File: src/rtl/gate_guard.sv
// Gate-signal protection stage: registers raw DAB switch commands, checks each
// half-bridge leg for shoot-through and dead-time violations, and blanks gates on fault.
module gate_guard #(
  parameter int MIN_DT     = 2,
  parameter int FAULT_HOLD = 16
) (
  input  logic       clk,
  input  logic       rst,
  input  logic       en,
  input  logic [3:0] Sp_in,
  input  logic [3:0] Ss_in,
  input  logic       fault_ext,
  input  logic       clear,
  output logic [3:0] Sp,
  output logic [3:0] Ss,
  output logic       fault,
  output logic [2:0] fault_code,
  output logic [3:0] fault_leg
);

  localparam int DW = $clog2(MIN_DT + 1);
  localparam int HW = (FAULT_HOLD > 1) ? $clog2(FAULT_HOLD) : 1;
  localparam logic [DW-1:0] DT_SAT    = DW'(MIN_DT);
  localparam logic [HW-1:0] HOLD_LAST = HW'(FAULT_HOLD - 1);

  typedef enum logic [1:0] {S_IDLE, S_RUN, S_FAULT, S_HOLD} state_t;

  state_t        state_reg, state_next;
  logic [7:0]    cmd_s1_reg, cmd_prev_reg;
  logic          en_s1_reg, fext_s1_reg, clr_s1_reg;
  logic [3:0]    st_leg, dt_leg;
  logic          run_viol;
  logic [HW-1:0] hold_cnt_reg, hold_cnt_next;
  logic [7:0]    out_reg, out_next;
  logic [2:0]    code_reg, code_next;
  logic [3:0]    leg_reg, leg_next;

  // Command word is {Sp,Ss}; leg gi occupies bits [2*gi+1:2*gi], so leg 3 = PA, leg 0 = SB.
  always_ff @(posedge clk or negedge rst) begin
    if (!rst) begin
      cmd_s1_reg   <= '0;
      cmd_prev_reg <= '0;
      en_s1_reg    <= 1'b0;
      fext_s1_reg  <= 1'b0;
      clr_s1_reg   <= 1'b0;
    end else begin
      cmd_s1_reg   <= {Sp_in, Ss_in};
      cmd_prev_reg <= cmd_s1_reg;
      en_s1_reg    <= en;
      fext_s1_reg  <= fault_ext;
      clr_s1_reg   <= clear;
    end
  end

  generate
    for (genvar gi = 0; gi < 4; gi++) begin : g_leg
      logic [DW-1:0] dt_cnt_reg;
      logic [1:0]    leg_cmd, leg_rise;

      assign leg_cmd    = cmd_s1_reg[2*gi+1:2*gi];
      assign leg_rise   = leg_cmd & ~cmd_prev_reg[2*gi+1:2*gi];
      assign st_leg[gi] = &leg_cmd;
      assign dt_leg[gi] = (|leg_rise) && (dt_cnt_reg < DT_SAT);

      // Counts consecutive both-off cycles; saturation means the leg may switch on.
      always_ff @(posedge clk or negedge rst) begin
        if (!rst) begin
          dt_cnt_reg <= DT_SAT;
        end else if (|leg_cmd) begin
          dt_cnt_reg <= '0;
        end else if (dt_cnt_reg < DT_SAT) begin
          dt_cnt_reg <= dt_cnt_reg + DW'(1);
        end
      end
    end
  endgenerate

  assign run_viol = |(st_leg | dt_leg);

  always_comb begin
    state_next    = state_reg;
    hold_cnt_next = hold_cnt_reg;
    out_next      = '0;
    code_next     = code_reg;
    leg_next      = leg_reg;
    case (state_reg)
      S_IDLE: begin
        if (fext_s1_reg) begin
          state_next = S_FAULT;
          code_next  = 3'b001;
          leg_next   = '0;
        end else if (en_s1_reg && (cmd_s1_reg == '0)) begin
          state_next = S_RUN;
        end
      end
      S_RUN: begin
        if (fext_s1_reg || run_viol) begin
          state_next = S_FAULT;
          code_next  = {|dt_leg, |st_leg, fext_s1_reg};
          leg_next   = st_leg | dt_leg;
        end else if (!en_s1_reg) begin
          state_next = S_IDLE;
        end else begin
          out_next = cmd_s1_reg;
        end
      end
      S_FAULT: begin
        if (clr_s1_reg && !fext_s1_reg) begin
          state_next    = S_HOLD;
          hold_cnt_next = '0;
        end
      end
      S_HOLD: begin
        if (fext_s1_reg) begin
          state_next = S_FAULT;
          code_next  = 3'b001;
          leg_next   = '0;
        end else if (hold_cnt_reg == HOLD_LAST) begin
          state_next = S_IDLE;
          code_next  = '0;
          leg_next   = '0;
        end else begin
          hold_cnt_next = hold_cnt_reg + HW'(1);
        end
      end
      default: state_next = S_IDLE;
    endcase
  end

  always_ff @(posedge clk or negedge rst) begin
    if (!rst) begin
      state_reg    <= S_IDLE;
      hold_cnt_reg <= '0;
      out_reg      <= '0;
      code_reg     <= '0;
      leg_reg      <= '0;
    end else begin
      state_reg    <= state_next;
      hold_cnt_reg <= hold_cnt_next;
      out_reg      <= out_next;
      code_reg     <= code_next;
      leg_reg      <= leg_next;
    end
  end

  assign Sp         = out_reg[7:4];
  assign Ss         = out_reg[3:0];
  assign fault      = (state_reg == S_FAULT) || (state_reg == S_HOLD);
  assign fault_code = code_reg;
  assign fault_leg  = leg_reg;

endmodule

File: config.mk
export PLATFORM = sky130hd
export DESIGN_NAME = gate_guard
export DESIGN_NICKNAME = d
export VERILOG_FILES = /design/src/rtl/gate_guard.sv
export SDC_FILE = /design/constraint.sdc
export NUM_CORES = 1
export LEC_CHECK = 0
export ABC_AREA = 0
export BUFFER_PORTS_ARGS = -buffer_cell sky130_fd_sc_hd__buf_4
export CAP_MARGIN = 15
export CORE_AREA = 2 2 76 71
export DETAILED_ROUTE_END_ITERATION = 16
export DIE_AREA = 0 0 78 73
export SLEW_MARGIN = 40
export SYNTH_ARGS = -nofsm -noshare
export SYNTH_HDL_FRONTEND = slang
export SYNTH_SLANG_ARGS = --single-unit
File: constraint.sdc
create_clock -name clk -period 2.6 [get_ports clk]
set_clock_uncertainty 0.15 [all_clocks]
set_input_delay 0.39 -clock clk [delete_from_list [all_inputs] [get_ports clk]]
set_output_delay 0.39 -clock clk [all_outputs]
set_load 0.03 [all_outputs]
==> results of run 1 <==
==> cells in the final DEF (no fill, tap or decap), types with 5 or more instances in the layout <==
master	n
xor2_1	6
clkbuf_8	5
dfrtp_1	44
inv_1	11
ha_1	6
and2_1	8
nor3_1	11
a21oi_1	7
nor2_1	11
buf_4	28
nand2b_1	10
o22ai_1	6
==> timing repair <==
item / CTS / global route
endpoints found under the hold margin: 44 / 0
setup endpoints to repair: 0 / 0
hold buffers: 1 / 0
==> synth_stat cells <==
cell type	number
o21bai_1	1
nand2_1	3
a221oi_1	1
clkbuf_1	1
or4_4	1
mux2_2	2
a211oi_1	1
nor2b_1	3
nor2_1	11
nor3_1	11
dfrtp_1	44
mux2_4	1
ha_1	6
nand2b_1	10
a22o_1	3
inv_1	11
a21oi_1	7
a21oi_2	1
o22ai_1	6
a2111oi_2	1
dfstp_2	4
mux2i_1	1
nand4_1	1
o211a_4	1
a2111o_1	1
xor2_1	6
nand3_1	2
and2_1	8
o21ai_1	1
and3_1	1
a311o_1	1
nor4_1	3
nand2b_2	1
==> layer usage <==
layer / part of all wire / global-route usage
met4: 0.015 / 0.05848
met3: 0.042 / 0.04208
met1: 0.48 / 0.1885
met2: 0.46 / 0.2146
met5: 0 / 0
==> worst max-delay path: stages (launching register included) <==
cell and delay (ns):
dfrtp_1 0.47, nand2b_1 0.13, a21oi_2 0.08, or4_4 0.56, o21ai_1 0.27, mux2_2 0.37
==> logic make-up (layout without fill, tap and decap cells) <==
| family | count (synthesis) | in the layout |
|---|---|---|
| AOI/OAI and AO/OA | 25 | 25 |
| adders and majority gates | 6 | 6 |
| xor gates and xnor gates | 6 | 6 |
| muxes | 4 | 4 |
| DFF | 48 | 48 |
| and+or+nand+nor | 55 | 55 |
| buffers and inverters | 12 | 48 |
==> final timing paths <==
check                                                        start                                 end  slack (ns)
worst max-delay path                       cmd_s1_reg[7]$_DFF_PN0_            state_reg[0]$_DFFE_PN0P_        0.46
worst min-delay path                                      Ss_in[2]             cmd_s1_reg[2]$_DFF_PN0_        0.04
worst max register to register             cmd_s1_reg[7]$_DFF_PN0_            state_reg[0]$_DFFE_PN0P_        0.46
worst min register to register  g_leg[1].dt_cnt_reg[0]$_DFFE_PN0P_  g_leg[1].dt_cnt_reg[1]$_DFFE_PN1P_        0.38
max in group asynchronous                                      rst  g_leg[2].dt_cnt_reg[1]$_DFFE_PN1P_        1.42
min in group asynchronous                                      rst  g_leg[3].dt_cnt_reg[0]$_DFFE_PN0P_        0.48
==> cell type report <==
type,instances,area [um2]
Fill cell,476,2650
Sequential cell,48,1206
Multi-Input combinational cell,96,665.6
Timing Repair Buffer,29,220.2
Tap cell,67,83.83
Clock buffer,5,68.82
Clock inverter,3,68.82
Inverter,11,41.29
==> per-stage QoR <==
step                cell area (um2)  power [mW]
floorplan                      1917       1.432
detailed placement             2207       1.651
global route                   2355       2.403
global placement               2207       1.633
finish                         2355       2.275
CTS                            2355       2.289
==> report_power, final <==
group	switching (mW)	leakage [nW]	total, mW	internal, mW
logic	0.402	0.439	0.712	0.310
registers	0.0779	0.595	0.923	0.846
clock network	0.252	0.0687	0.639	0.387
total	0.732	1.10	2.28	1.54
==> results.json, run 1 <==
{
  "status": "complete, no violations",
  "cts_made_buffers": 5,
  "port_buffers": 28,
  "root_buffer": "clkbuf_8",
  "leakage_nw": 1.102,
  "worstPathMaxFanout": 8,
  "yosysSeqAreaShare": 0.6292,
  "whs_ns": 0.03954,
  "insertion_delay_ns": 0.30,
  "synth-xor-area-share": 0.02742,
  "cts.sinks": 48,
  "routed_wl_um": 3559,
  "critPathCaptureType": "flip-flop",
  "drc": 0,
  "powerDensity_nw_per_um2": 966.3,
  "first_iter_violations": 39,
  "synthTopCellsByArea": "dfrtp_1, dfstp_2, ha_1, nand2b_1, nor3_1",
  "cts_buffer_depth": 2,
  "hpwl_um": 2572,
  "stdcell_count": 259,
  "synthCells": 156,
  "drive_gt1_frac": 0.2500,
  "hold_viol": 0,
  "synth_area_um2": 1917,
  "grt_setup_unrepaired": "false",
  "vias": 1252,
  "die_h_um": 73,
  "grt_max_degree": 49,
  "max_cap_viol_count": 0,
  "worstSetupPathType": "reg -> reg",
  "htree_levels": 2,
  "area_growth_pct": 22.85,
  "grt_pass1_wl_um": 6092,
  "ys_types": 33,
  "min_path_cells": 1,
  "clk_pin_slew_ns": 0.09,
  "ys_warn_count": 0,
  "max_freq_mhz": 467.7,
  "synthMuxAreaShare": 0.02480,
  "dp_cells": 250,
  "coreArea_um2": 5005,
  "cts_resized": 0,
  "ant_nets": 0,
  "row_count": 25,
  "crit_arrival_ns": 2.17,
  "drt-pass1-iter-count": 4,
  "layout_setup_ws_ns": 0.4618,
  "ys_ff_latch": 48,
  "wl_per_cell_um": 13.74,
  "grt_pass1_vias": 1279,
  "timing.critical_path.from_type": "flip-flop",
  "vdd.ir_drop.worst_mv": 0.3904,
  "worstMarginPinSlew_ns": 0.5777,
  "syn_nets": 175,
  "finalSetupViolCount": 0,
  "die_area_um2": 5694,
  "netlist.area_leader.share": 0.5744,
  "final.min_clock_period_ns": 2.138,
  "synth-simple-area-share": 0.1567,
  "period_share": 0.8224,
  "hold_path_class": "in -> reg",
  "crit_required_ns": 2.63,
  "synth_top_family_by_area": "simple AND/OR/NAND/NOR gates",
  "synth-adder-area-share": 0.03916,
  "worstRegToRegCells": 5,
  "post-cts-setup-buffers": 0,
  "synth_largest_area_cell": "dfrtp_1",
  "antenna_cells": 0,
  "overflow": 0,
  "antenna_found_initial": 0,
  "cts_tree": "done",
  "grtUsageTotal": 0.1403,
  "dp_slack_ns": 0.4860,
  "viasPerCell": 4.834,
  "synth_compound_gate_area_share": 0.09922,
  "place.gp.congestion": 0.7538,
  "die_x_um": 78,
  "nNetsFinal": 210,
  "relSlewSlack": 0.6148,
  "finalSetupTns_ns": 0,
  "avgSynthCellArea_um2": 12.29,
  "final_max_slew_viol_count": 0,
  "ios": 29,
  "final_core_util": 0.4705,
  "start_util": 0.3830
}
Note: power is estimated with default switching activity, not from simulation.
==> inputs of run 2 (changes only) <==
--- a/config.mk
+++ b/config.mk
@@ -5,12 +5,12 @@
 export SDC_FILE = /design/constraint.sdc
 export NUM_CORES = 1
 export LEC_CHECK = 0
-export ABC_AREA = 0
+export ABC_AREA = 1
 export BUFFER_PORTS_ARGS = -buffer_cell sky130_fd_sc_hd__buf_4
 export CAP_MARGIN = 15
-export CORE_AREA = 2 2 76 71
+export CORE_AREA = 2 2 78 72
 export DETAILED_ROUTE_END_ITERATION = 16
-export DIE_AREA = 0 0 78 73
+export DIE_AREA = 0 0 80 74
 export SLEW_MARGIN = 40
 export SYNTH_ARGS = -nofsm -noshare
 export SYNTH_HDL_FRONTEND = slang
==> constraint.sdc (replaced) <==
create_clock -name clk -period 2.18 [get_ports clk]
set_clock_uncertainty 0.15 [all_clocks]
set_input_delay 0.327 -clock clk [delete_from_list [all_inputs] [get_ports clk]]
set_output_delay 0.327 -clock clk [all_outputs]
set_load 0.03 [all_outputs]
==> run 2 against run 1 <==
  * First-iteration DRC count rose by 38%
  * Hold slack improved by 0.27 ns
  * Highest routed layer unchanged
  * Clock power rose by 6.6%
  * Sequential share of layout area fell by 3.5 points
  * Power rose by 17%
  * Via count rose by 13%
  * Largest cell class unchanged
==> results.json, run 2 <==
{
  "finalSetupTns_ns": 0,
  "ys_warn_count": 0,
  "synth_edf_count": 0,
  "grt_max_degree": 49,
  "grt_pass1_wl_um": 6092,
  "clk_pin_slew_ns": 0.08,
  "die_x_um": 80,
  "dp_cells": 309,
  "grt_pass1_vias": 1385,
  "cts_resized": 0,
  "die_area_um2": 5920,
  "leakage_nw": 1.351,
  "final_core_util": 0.4932,
  "worstPathMaxFanout": 5,
  "vdd.ir_drop.worst_mv": 0.4950,
  "fin_area_um2": 2530,
  "ant_nets": 0,
  "relSlewSlack": 0.6071,
  "die_h_um": 74,
  "routed_wl_um": 3386,
  "synth_flop_cell": "dfrtp_1",
  "port_buffers": 28,
  "overflow": 0,
  "crit_end": "fault",
  "row_count": 25,
  "cts_buffer_depth": 2,
  "synthTopCellsByArea": "dfrtp_1, nand2_1, inv_1, dfstp_2, ha_1",
  "final_max_slew_viol_count": 0,
  "ys_ff_latch": 48,
  "period_share": 0.9237,
  "ys_types": 24,
  "worstSetupPathType": "reg -> out",
  "reg2reg_from": "state_reg[0]$_DFFE_PN0P_",
  "worstReg2RegEnd": "hold_cnt_reg[1]$_DFFE_PN0P_",
  "htree_levels": 2,
  "hold_path_class": "reg -> reg",
  "coreArea_um2": 5130,
  "ios": 29,
  "viasPerCell": 4.304,
  "netlist.area_leader.share": 0.5556,
  "wl_per_cell_um": 10.29,
  "final_cell_mix": "nand2_1, dfrtp_1, inv_1",
  "cts_made_buffers": 5,
  "finalSetupViolCount": 0,
  "worstMarginPinSlew_ns": 0.5894,
  "stdcell_count": 329,
  "synthCells": 213,
  "yosys.cell_count.top_type": "nand2_1",
  "synth_area_um2": 1982,
  "hold_viol": 0,
  "worstRegToRegCells": 6,
  "yosysSeqAreaShare": 0.6086,
  "status": "complete, no violations",
  "root_buffer": "clkbuf_8",
  "synth_largest_area_cell": "dfrtp_1",
  "critPathCaptureType": "output port",
  "first_iter_violations": 54,
  "insertion_delay_ns": 0.30,
  "crit_path_start": "state_reg[0]$_DFFE_PN0P_",
  "async_reset_ff_frac": 1.000,
  "powerDensity_nw_per_um2": 1050,
  "drive_gt1_frac": 0.2099,
  "hpwl_um": 2443,
  "avgSynthCellArea_um2": 9.305,
  "syn_nets": 232,
  "final.min_clock_period_ns": 2.014,
  "antenna_cells": 0,
  "post-cts-setup-buffers": 0,
  "placed_area_um2": 2283,
  "nNetsFinal": 280,
  "max_freq_mhz": 496.6,
  "ys_top_cells_by_count": "nand2_1, dfrtp_1, inv_1",
  "vias": 1416,
  "ff2ff_setup_slack_ns": 0.33,
  "crit_arrival_ns": 1.54,
  "timing.critical_path.from_type": "flip-flop",
  "start_util": 0.3863,
  "drt-pass1-iter-count": 4,
  "cts.sinks": 48,
  "drc": 0,
  "area_growth_pct": 27.65,
  "cts_tree": "done",
  "grt_setup_unrepaired": "false",
  "antenna_found_initial": 0,
  "grtUsageTotal": 0.1356,
  "place.gp.congestion": 0.8079,
  "crit_required_ns": 1.70,
  "max_cap_viol_count": 0,
  "final_common_cell": "nand2_1"
}
==> run 2: cell count changes in the layout (fill, tap and decap cells not counted), moves of 7 or more <==
cell and delta:
nand2_1 +60, inv_1 +25, dlygate4sd3_1 +11, nor3_1 -11, nand2b_1 -10, and2_1 -8
nor2_1 +7
==> run 2: power by group <==
group / switching, mW / internal, mW
Clock: 0.277 / 0.404
Combinational: 0.536 / 0.334
Sequential: 0.0859 / 1.02
Total: 0.899 / 1.76
==> run 2: layout make-up <==
type / count / area, um2
inverter: 38 / 142.6
clock inverter: 1 / 30.03
timing repair buffer: 41 / 337.8
sequential: 48 / 1206
tap: 67 / 83.83
clock buffer: 7 / 96.34
multi-input combinational: 127 / 633.1
fill: 501 / 2600
==> run 2: kinds of logic (layout without fill, tap and decap cells) <==
kind of cell | count (synthesis) | count (layout) | share of synthesized area
compound gates | 21 | 21 | 0.06439
fa+ha+maj | 6 | 6 | 0.03788
xor+xnor | 1 | 1 | 0.004420
flops | 48 | 48 | 0.6086
simple gates | 99 | 99 | 0.2128
buf+inv | 38 | 87 | 0.07197
==> run 2: how the worst min path moves through the flow <==
stage	start	end	slack [ns]	cells past startpoint
after floorplan	rst	clr_s1_reg$_DFF_PN0_	-0.12	0
after global placement	rst	hold_cnt_reg[1]$_DFFE_PN0P_	0.23	1
after detailed placement	rst	hold_cnt_reg[3]$_DFFE_PN0P_	0.23	1
after CTS	cmd_s1_reg[3]$_DFF_PN0_	cmd_prev_reg[3]$_DFF_PN0_	0.31	0
after global routing	cmd_s1_reg[3]$_DFF_PN0_	cmd_prev_reg[3]$_DFF_PN0_	0.32	0
final	cmd_s1_reg[1]$_DFF_PN0_	cmd_prev_reg[1]$_DFF_PN0_	0.31	0
==> run 2: through the flow <==
step	hold slack (ns)	worst slack [ns]	total power, mW
2_1_floorplan	-0.1186	0.5471	1.720
3_3_place_gp	0.2267	0.4355	1.972
3_5_place_dp	0.2275	0.3689	1.981
4_1_cts	0.3105	0.1578	2.692
5_1_grt	0.3236	0.06894	2.852
6_report	0.3089	0.1663	2.656
==> run 2: critical path, cell delays in order, from the launching register on <==
cell and delay, ns:
dfrtp_1 0.40, inv_1 0.11, ha_1 0.26, or2_2 0.30
buf_4 0.17
==> run 2: what timing repair did <==
action	4_1_cts	5_1_grt
hold buffers	12	0
setup endpoints to repair	0	0
endpoints found under the hold margin	55	0
==> run 2: layer usage <==
layer  routed length (um)  up-vias  global-route usage  share of wire
li1                     -      742                   -              -
met1                 1683      648              0.1822           0.50
met2                 1495       21              0.2074           0.44
met3                  153        5             0.04490          0.045
met4                   54        0             0.05085          0.016
met5                    0        -                   0              0
